`config.mk`:
```
export PLATFORM = sky130hd
export DESIGN_NAME = rr_arbiter_4
export DESIGN_NICKNAME = d
export VERILOG_FILES = /design/src/rtl/rr_arbiter_4.sv
export SDC_FILE = /design/constraint.sdc
export NUM_CORES = 1
export LEC_CHECK = 0
export ABC_AREA = 1
export CORE_MARGIN = 2
export CORE_UTILIZATION = 44
export DETAILED_ROUTE_END_ITERATION = 10
export PLACE_DENSITY = 0.73
export SLEW_MARGIN = 10
export SYNTH_ARGS = -nofsm -noshare
export SYNTH_HDL_FRONTEND = slang
export SYNTH_SLANG_ARGS = --single-unit
```
`constraint.sdc`:
```
create_clock -name clk -period 2 [get_ports clk]
set_input_delay 0.2 -clock clk [delete_from_list [all_inputs] [get_ports clk]]
set_output_delay 0.2 -clock clk [all_outputs]
set_load 0.01 [all_outputs]
```
`src/rtl/rr_arbiter_4.sv`:
```
// Four-requester round-robin arbiter with a registered one-hot grant.
// A grant is held until done, the owner drops its request, or HOLD_MAX cycles elapse.
module rr_arbiter_4 #(
  parameter int unsigned HOLD_MAX = 8
) (
  input  logic       clk,
  input  logic       rst_n,
  input  logic [3:0] req,
  input  logic       done,
  output logic [3:0] gnt,
  output logic       busy,
  output logic       timeout
);

  typedef enum logic {IDLE, GRANT} state_t;

  localparam logic [7:0] HOLD_LAST = 8'(HOLD_MAX - 1);

  state_t     state;
  logic [1:0] ptr;
  logic [1:0] owner;
  logic [7:0] cnt;
  logic [1:0] winner;
  logic [1:0] idx;
  logic       found;
  logic       hold_hit;
  logic       release_grant;

  // Rotating priority search starting at ptr, wrapping 3 -> 0.
  always_comb begin
    winner = '0;
    found  = 1'b0;
    idx    = '0;
    for (int unsigned i = 0; i < 4; i++) begin
      idx = ptr + 2'(i);
      if (!found && req[idx]) begin
        winner = idx;
        found  = 1'b1;
      end
    end
  end

  always_comb begin
    hold_hit      = (HOLD_MAX != 0) && (cnt == HOLD_LAST);
    release_grant = done || !req[owner] || hold_hit;
  end

  always_ff @(posedge clk) begin
    if (!rst_n) begin
      state   <= IDLE;
      gnt     <= '0;
      busy    <= 1'b0;
      timeout <= 1'b0;
      ptr     <= '0;
      owner   <= '0;
      cnt     <= '0;
    end else begin
      timeout <= 1'b0;
      case (state)
        IDLE: begin
          if (found) begin
            gnt   <= 4'b0001 << winner;
            owner <= winner;
            cnt   <= '0;
            busy  <= 1'b1;
            state <= GRANT;
          end
        end
        GRANT: begin
          if (release_grant) begin
            gnt     <= '0;
            busy    <= 1'b0;
            ptr     <= owner + 2'd1;
            state   <= IDLE;
            // Flag only a release forced purely by the hold limit.
            timeout <= hold_hit && !done && req[owner];
          end else if (cnt != '1) begin
            cnt <= cnt + 8'd1;
          end
        end
        default: state <= IDLE;
      endcase
    end
  end

endmodule

```
==> reports/metrics.cfg, run 1 <==
[setup_path]
cp-start-kind = register
required_ps = 2230
cp.depth = 10
crit_buf_inv = 1
cpMostUsedCell = nand2_1
path_cells = buf_4 > nand2_1 > nand2_2 > nand2_1 > o21ai_2 > nand3b_1 > nand2_2 > nor2_1 > nand2_1 > a21oi_1
worst_setup_path_end_kind = register
path_max_fanout = 10
cp.arrival_ps = 1950
cpPeakStageDelay_ps = 410
regToRegSetupSlack_ps = 280
reg2reg_depth = 10
path_delay_family = simple AND/OR/NAND/NOR gates
path_class = register to register
crit_slowest_cell = dfxtp_1

[global_routing]
grt_usage_pct = 17.8
grt_overflow = 0
grt_pass1_vias = 1125
grt_max_degree = 14
grt_pass1_wl_mm = 4.86
grt_antenna_before_repair = 0

[sta]
whs_ps = 487
maxSlewViolCount = 0
finalClockSkew_ps = 5.23
setup_viol = 0
tightest_slew_ps = 558
slew_headroom_pct = 62.7
max_freq_mhz = 582
min_period_over_period_pct = 85.9
setup_tns_ps = 0
hold_viol_final = 0
rsz0062_at_grt = false
period_minus_slack_ps = 1720

[final_layout]
multi_input_area_sq_um = 850
fin_area_sq_um = 1510
antenna_cells = 0
regArea_sq_um = 380
nets = 215
drive_gt1_share_pct = 20.4
fin_util_pct = 53.7
syn_to_final_growth_pct = 14.8
fillerInstances = 281

[placed_design]
dpl-instance-area_sq_um = 1480
dp_hpwl_mm = 2.07
port_buffers = 12
place_congestion = 0.851

[cts]
cts_made_buffers = 3
clk_path_buf_depth = 2
cts_resized = 0
clk_pin_slew_ps = 100
hold_buffers = 0
tritoncts = yes
clockRootBuffer = clkbuf_4
clock_latency_ps = 290
cts_setup_buffers = 0
cts_num_sinks = 19
cts_max_level = 1

[detailed_routing]
wirelength_mm = 2.66
drt-pass1-iter-count = 5
drt-vias-per-instance = 5.22
drc = 0
dr_total_vias = 1236
met1Wirelength_mm = 1.26
wl_per_cell_um = 11.2
wl_met2_mm = 1.33
routed.top_layer = met4
antenna_left = 0
dr_wl_met3_um = 56
drtIter0Drc = 101

[die]
die_y_um = 58.6
die_area_sq_um = 3440
num_rows = 19
fp.dieW_um = 58.6
start_util_pct = 46.8
core_sq_um = 2810
num_io_pins = 13

[power_and_ir_drop]
p_per_area_nw_per_um2 = 1050
p_leak_uw = 0.000627
total_power_uw = 1580
ir_worst_vdd_uv = 547

[yosys]
yosysWarnings = 0
syn_inst = 191
syn-num-nets = 199
ys_ff_latch = 19
synth_cell_types = 28
syn_avg_cell_area_sq_um = 6.87
netlist_area_sq_um = 1310
ys_seq_area_share_pct = 29.0

[flow_run]
maxCapViolations = 0

[run_status]
status = finished clean

[worst_hold_path]
hold_depth = 2
min_path_type = register to register

[state kept, by name (all words and copies together) (netlist names)]
| name | flops |
|---|---|
| cnt | 8 |
| gnt | 4 |
| owner | 2 |
| ptr | 2 |
| busy | 1 |
| state | 1 |
| timeout | 1 |
[stage by stage]
stage	setup slack (ps)	cells
3_3_place_gp	112	233
5_1_grt	102	237
6_report	281	237
3_5_place_dp	133	233
2_1_floorplan	409	191
4_1_cts	290	237
[cells in the final DEF, fill, tap and decap left out]
cell	instances
ha_1	1
nand2_4	3
clkdlybuf4s50_1	12
dfxtp_1	19
nand3b_1	2
clkbuf_1	1
nor3_1	3
a21oi_1	9
a21oi_2	8
o21ai_0	2
buf_12	1
nor2_1	16
inv_2	3
inv_1	14
nand2_1	47
xor2_1	3
nor2_8	1
buf_4	1
nand2_8	1
nand3_2	1
nand3_1	23
o21ai_2	3
o211ai_1	2
nor2_4	1
o21ai_1	2
nand4_1	3
o22ai_1	1
clkbuf_4	3
xnor2_1	3
nor4_1	1
nand2_2	16
[power breakdown]
| group | switching (uW) | internal [uW] | leakage, uW |
|---|---|---|---|
| sequential | 66.2 | 447 | 0.000155 |
| clock | 113 | 77.6 | 0.0000150 |
| combinational | 556 | 325 | 0.000457 |
[worst min-delay path: stages, from the launching register on]
cell and delay (ps):
dfxtp_1 340, nor2_1 50, nor2_1 70
[layer usage]
metal / vias up / track usage [%]
met5: - / 0
met4: 0 / 7.14
met3: 2 / 2.42
met2: 16 / 30.3
met1: 558 / 22.8
li1: 660 / -
[synth_stat cells, drive strengths merged]
master	n	share of area, %
nand3b	2	1.1
o211ai	2	1.1
nor3	3	1.1
clkbuf	2	0.57
nand4	3	1.4
nand2	67	25
ha	1	0.95
o21ai	7	3.5
xor2	3	2.0
a21oi	17	8.8
buf	1	0.86
xnor2	3	2.0
nand3	24	9.5
dfxtp	19	29
inv	17	4.9
o22ai	1	0.48
nor4	1	0.48
nor2	18	7.0
[cell families after synthesis]
logic type | count (synthesis) | share of synthesized area, %
simple gates | 118 | 45.9
compound gates | 27 | 13.9
buf+inv | 20 | 6.29
flops | 19 | 29.0
xor+xnor | 6 | 4.00
fa+ha+maj | 1 | 0.953
[cell type report]
cell class | instances | share of cell area (%)
Inverter | 17 | 4.24
Sequential cell | 19 | 25.2
Clock buffer | 4 | 1.74
Multi-Input combinational cell | 152 | 56.4
Tap cell | 31 | 2.57
Timing Repair Buffer | 14 | 9.80
[path summary, 6_finish.rpt]
path	start	to
worst max register to register	ptr[0]	gnt[1]
worst max-delay path	ptr[0]	gnt[1]
worst min register to register	busy	busy
worst min-delay path	busy	busy
Note: power is estimated with default switching activity, not from simulation.
==> run 2: changes to the inputs <==
--- a/config.mk
+++ b/config.mk
@@ -6,6 +6,7 @@
 export NUM_CORES = 1
 export LEC_CHECK = 0
 export ABC_AREA = 1
+export CORE_ASPECT_RATIO = 0.75
 export CORE_MARGIN = 2
 export CORE_UTILIZATION = 44
 export DETAILED_ROUTE_END_ITERATION = 10
==> constraint.sdc (replaced) <==
create_clock -name clk -period 2.1 [get_ports clk]
set_input_delay 0.21 -clock clk [delete_from_list [all_inputs] [get_ports clk]]
set_output_delay 0.21 -clock clk [all_outputs]
set_load 0.01 [all_outputs]
==> reports/metrics.cfg, run 2 (synthesis results as in run 1) <==
[final_layout]
top_register = cnt
final_common_cell = nand2_1
syn_to_final_growth_pct = 16.9
fillerInstances = 307
nets = 215
multi_input_area_sq_um = 850
antenna_cells = 0
drive_gt1_share_pct = 20.4
reg_top3 = cnt (8), gnt (4)
final_cell_mix = nand2_1 (47), nand3_1 (23), dfxtp_1 (19)
regArea_sq_um = 380
largest_reg_flops = 8

[sta]
period_minus_slack_ps = 1720
max_freq_mhz = 583
maxSlewViolCount = 0
slew_headroom_pct = 62.6
rsz0062_at_grt = false
setup_viol = 0
hold_viol_final = 0
setup_tns_ps = 0
finalClockSkew_ps = 5.20
min_period_over_period_pct = 81.7
tightest_slew_ps = 561

[global_routing]
grt_antenna_before_repair = 0
grt_overflow = 0
grt_usage_pct = 19.4
grt_pass1_wl_mm = 5.00
grt_max_degree = 14
grt_pass1_vias = 1059

[detailed_routing]
dr_total_vias = 1211
drc = 0
drt-pass1-iter-count = 4
drtIter0Drc = 46
antenna_left = 0
drt-vias-per-instance = 4.96
wirelength_mm = 2.76
wl_per_cell_um = 11.3

[die]
core_sq_um = 2890
die_y_um = 51.3
start_util_pct = 45.4
num_rows = 17
num_io_pins = 13
fp.dieW_um = 67.1
die_area_sq_um = 3440

[cts]
cts_max_level = 1
hold_buffers = 0
clk_path_buf_depth = 2
cts_resized = 0
cts_num_sinks = 19
clockRootBuffer = clkbuf_8
clk_pin_slew_ps = 70
cts_made_buffers = 3
clock_latency_ps = 250
tritoncts = yes
cts_setup_buffers = 0

[power_and_ir_drop]
p_per_area_nw_per_um2 = 1040
seqPwrFrac_pct = 30.7
p_clk_share_pct = 15.9
switchingPower_uw = 720
ir_worst_vdd_uv = 640
swShare_pct = 45.3
p_int_uw = 871
combPwrFrac_pct = 53.4
p_leak_uw = 0.000635
total_power_uw = 1590

[flow_run]
maxCapViolations = 0

[setup_path]
cp.arrival_ps = 1900
regToRegSetupSlack_ps = 380
cp-endpoint = gnt[1]
reg2reg_to = gnt[1]
required_ps = 2290
cp-start-kind = register
cpMostUsedCell = nand2_1
cpPeakStageDelay_ps = 340
path_cells = buf_4 > nand2_1 > nand2_2 > nand2_1 > o21ai_2 > nand3b_1 > nand2_2 > nor2_1 > nand2_1 > a21oi_1
crit_path_start = ptr[0]
reg2reg_depth = 10
crit_slowest_cell = dfxtp_1
worst_setup_path_end_kind = register
path_class = register to register
reg2reg_from = ptr[0]
path_max_fanout = 13

[placed_design]
dp_hpwl_mm = 2.14
port_buffers = 12
place_congestion = 0.882

[run_status]
status = finished clean

[worst_hold_path]
min_path_type = register to register

==> run 2: layout make-up <==
class	instances	area share (%)
Sequential cell	19	24.8
Inverter	17	4.16
Multi-Input combinational cell	152	55.4
Clock buffer	4	2.94
Timing Repair Buffer	14	9.62
Tap cell	38	3.10
==> run 2: power by group through the flow <==
stage	Sequential, uW	Clock (uW)	Combinational, uW
after global routing	497	276	954
after floorplan	500	0	619
final	488	253	849
after global placement	494	0	834
after CTS	487	262	850
after detailed placement	495	0	849
==> run 2: how the worst min path moves through the flow <==
stage                 from      to  slack (ps)  cells past startpoint
floorplan            rst_n  ptr[0]         350                      2
global placement    gnt[1]  gnt[1]         480                      2
detailed placement  gnt[3]  gnt[3]         480                      2
CTS                 gnt[3]  gnt[3]         490                      2
global route        gnt[3]  gnt[3]         500                      2
finish              gnt[3]  gnt[3]         490                      2
==> run 2: metal layers <==
| metal | global-route usage (%) | up-vias | wire length [um] |
|---|---|---|---|
| met5 | 0 | - | 0 |
| met1 | 31.2 | 523 | 1580 |
| met4 | 4.08 | 0 | 25 |
| met2 | 25.7 | 24 | 1050 |
| li1 | - | 662 | - |
| met3 | 3.96 | 2 | 111 |
==> run 2: metrics by stage <==
stage / hold slack (ps) / std cells / util, % / setup WS, ps / area [sq um]
after global placement: 475 / 240 / 51.5 / 210 / 1490
final: 486 / 244 / 53.0 / 384 / 1530
after detailed placement: 479 / 240 / 51.5 / 193 / 1490
after CTS: 490 / 244 / 53.0 / 399 / 1530
after floorplan: 348 / 191 / - / 509 / 1310
after global routing: 503 / 244 / 53.0 / 163 / 1530
==> run 2: critical path: cells and delay by family (launching register included) <==
kind                   cells  cell delay (ps)
AOI/OAI and AO/OA          2              250
buffers and inverters      1              200
DFF                        1              340
and+or+nand+nor            7              860
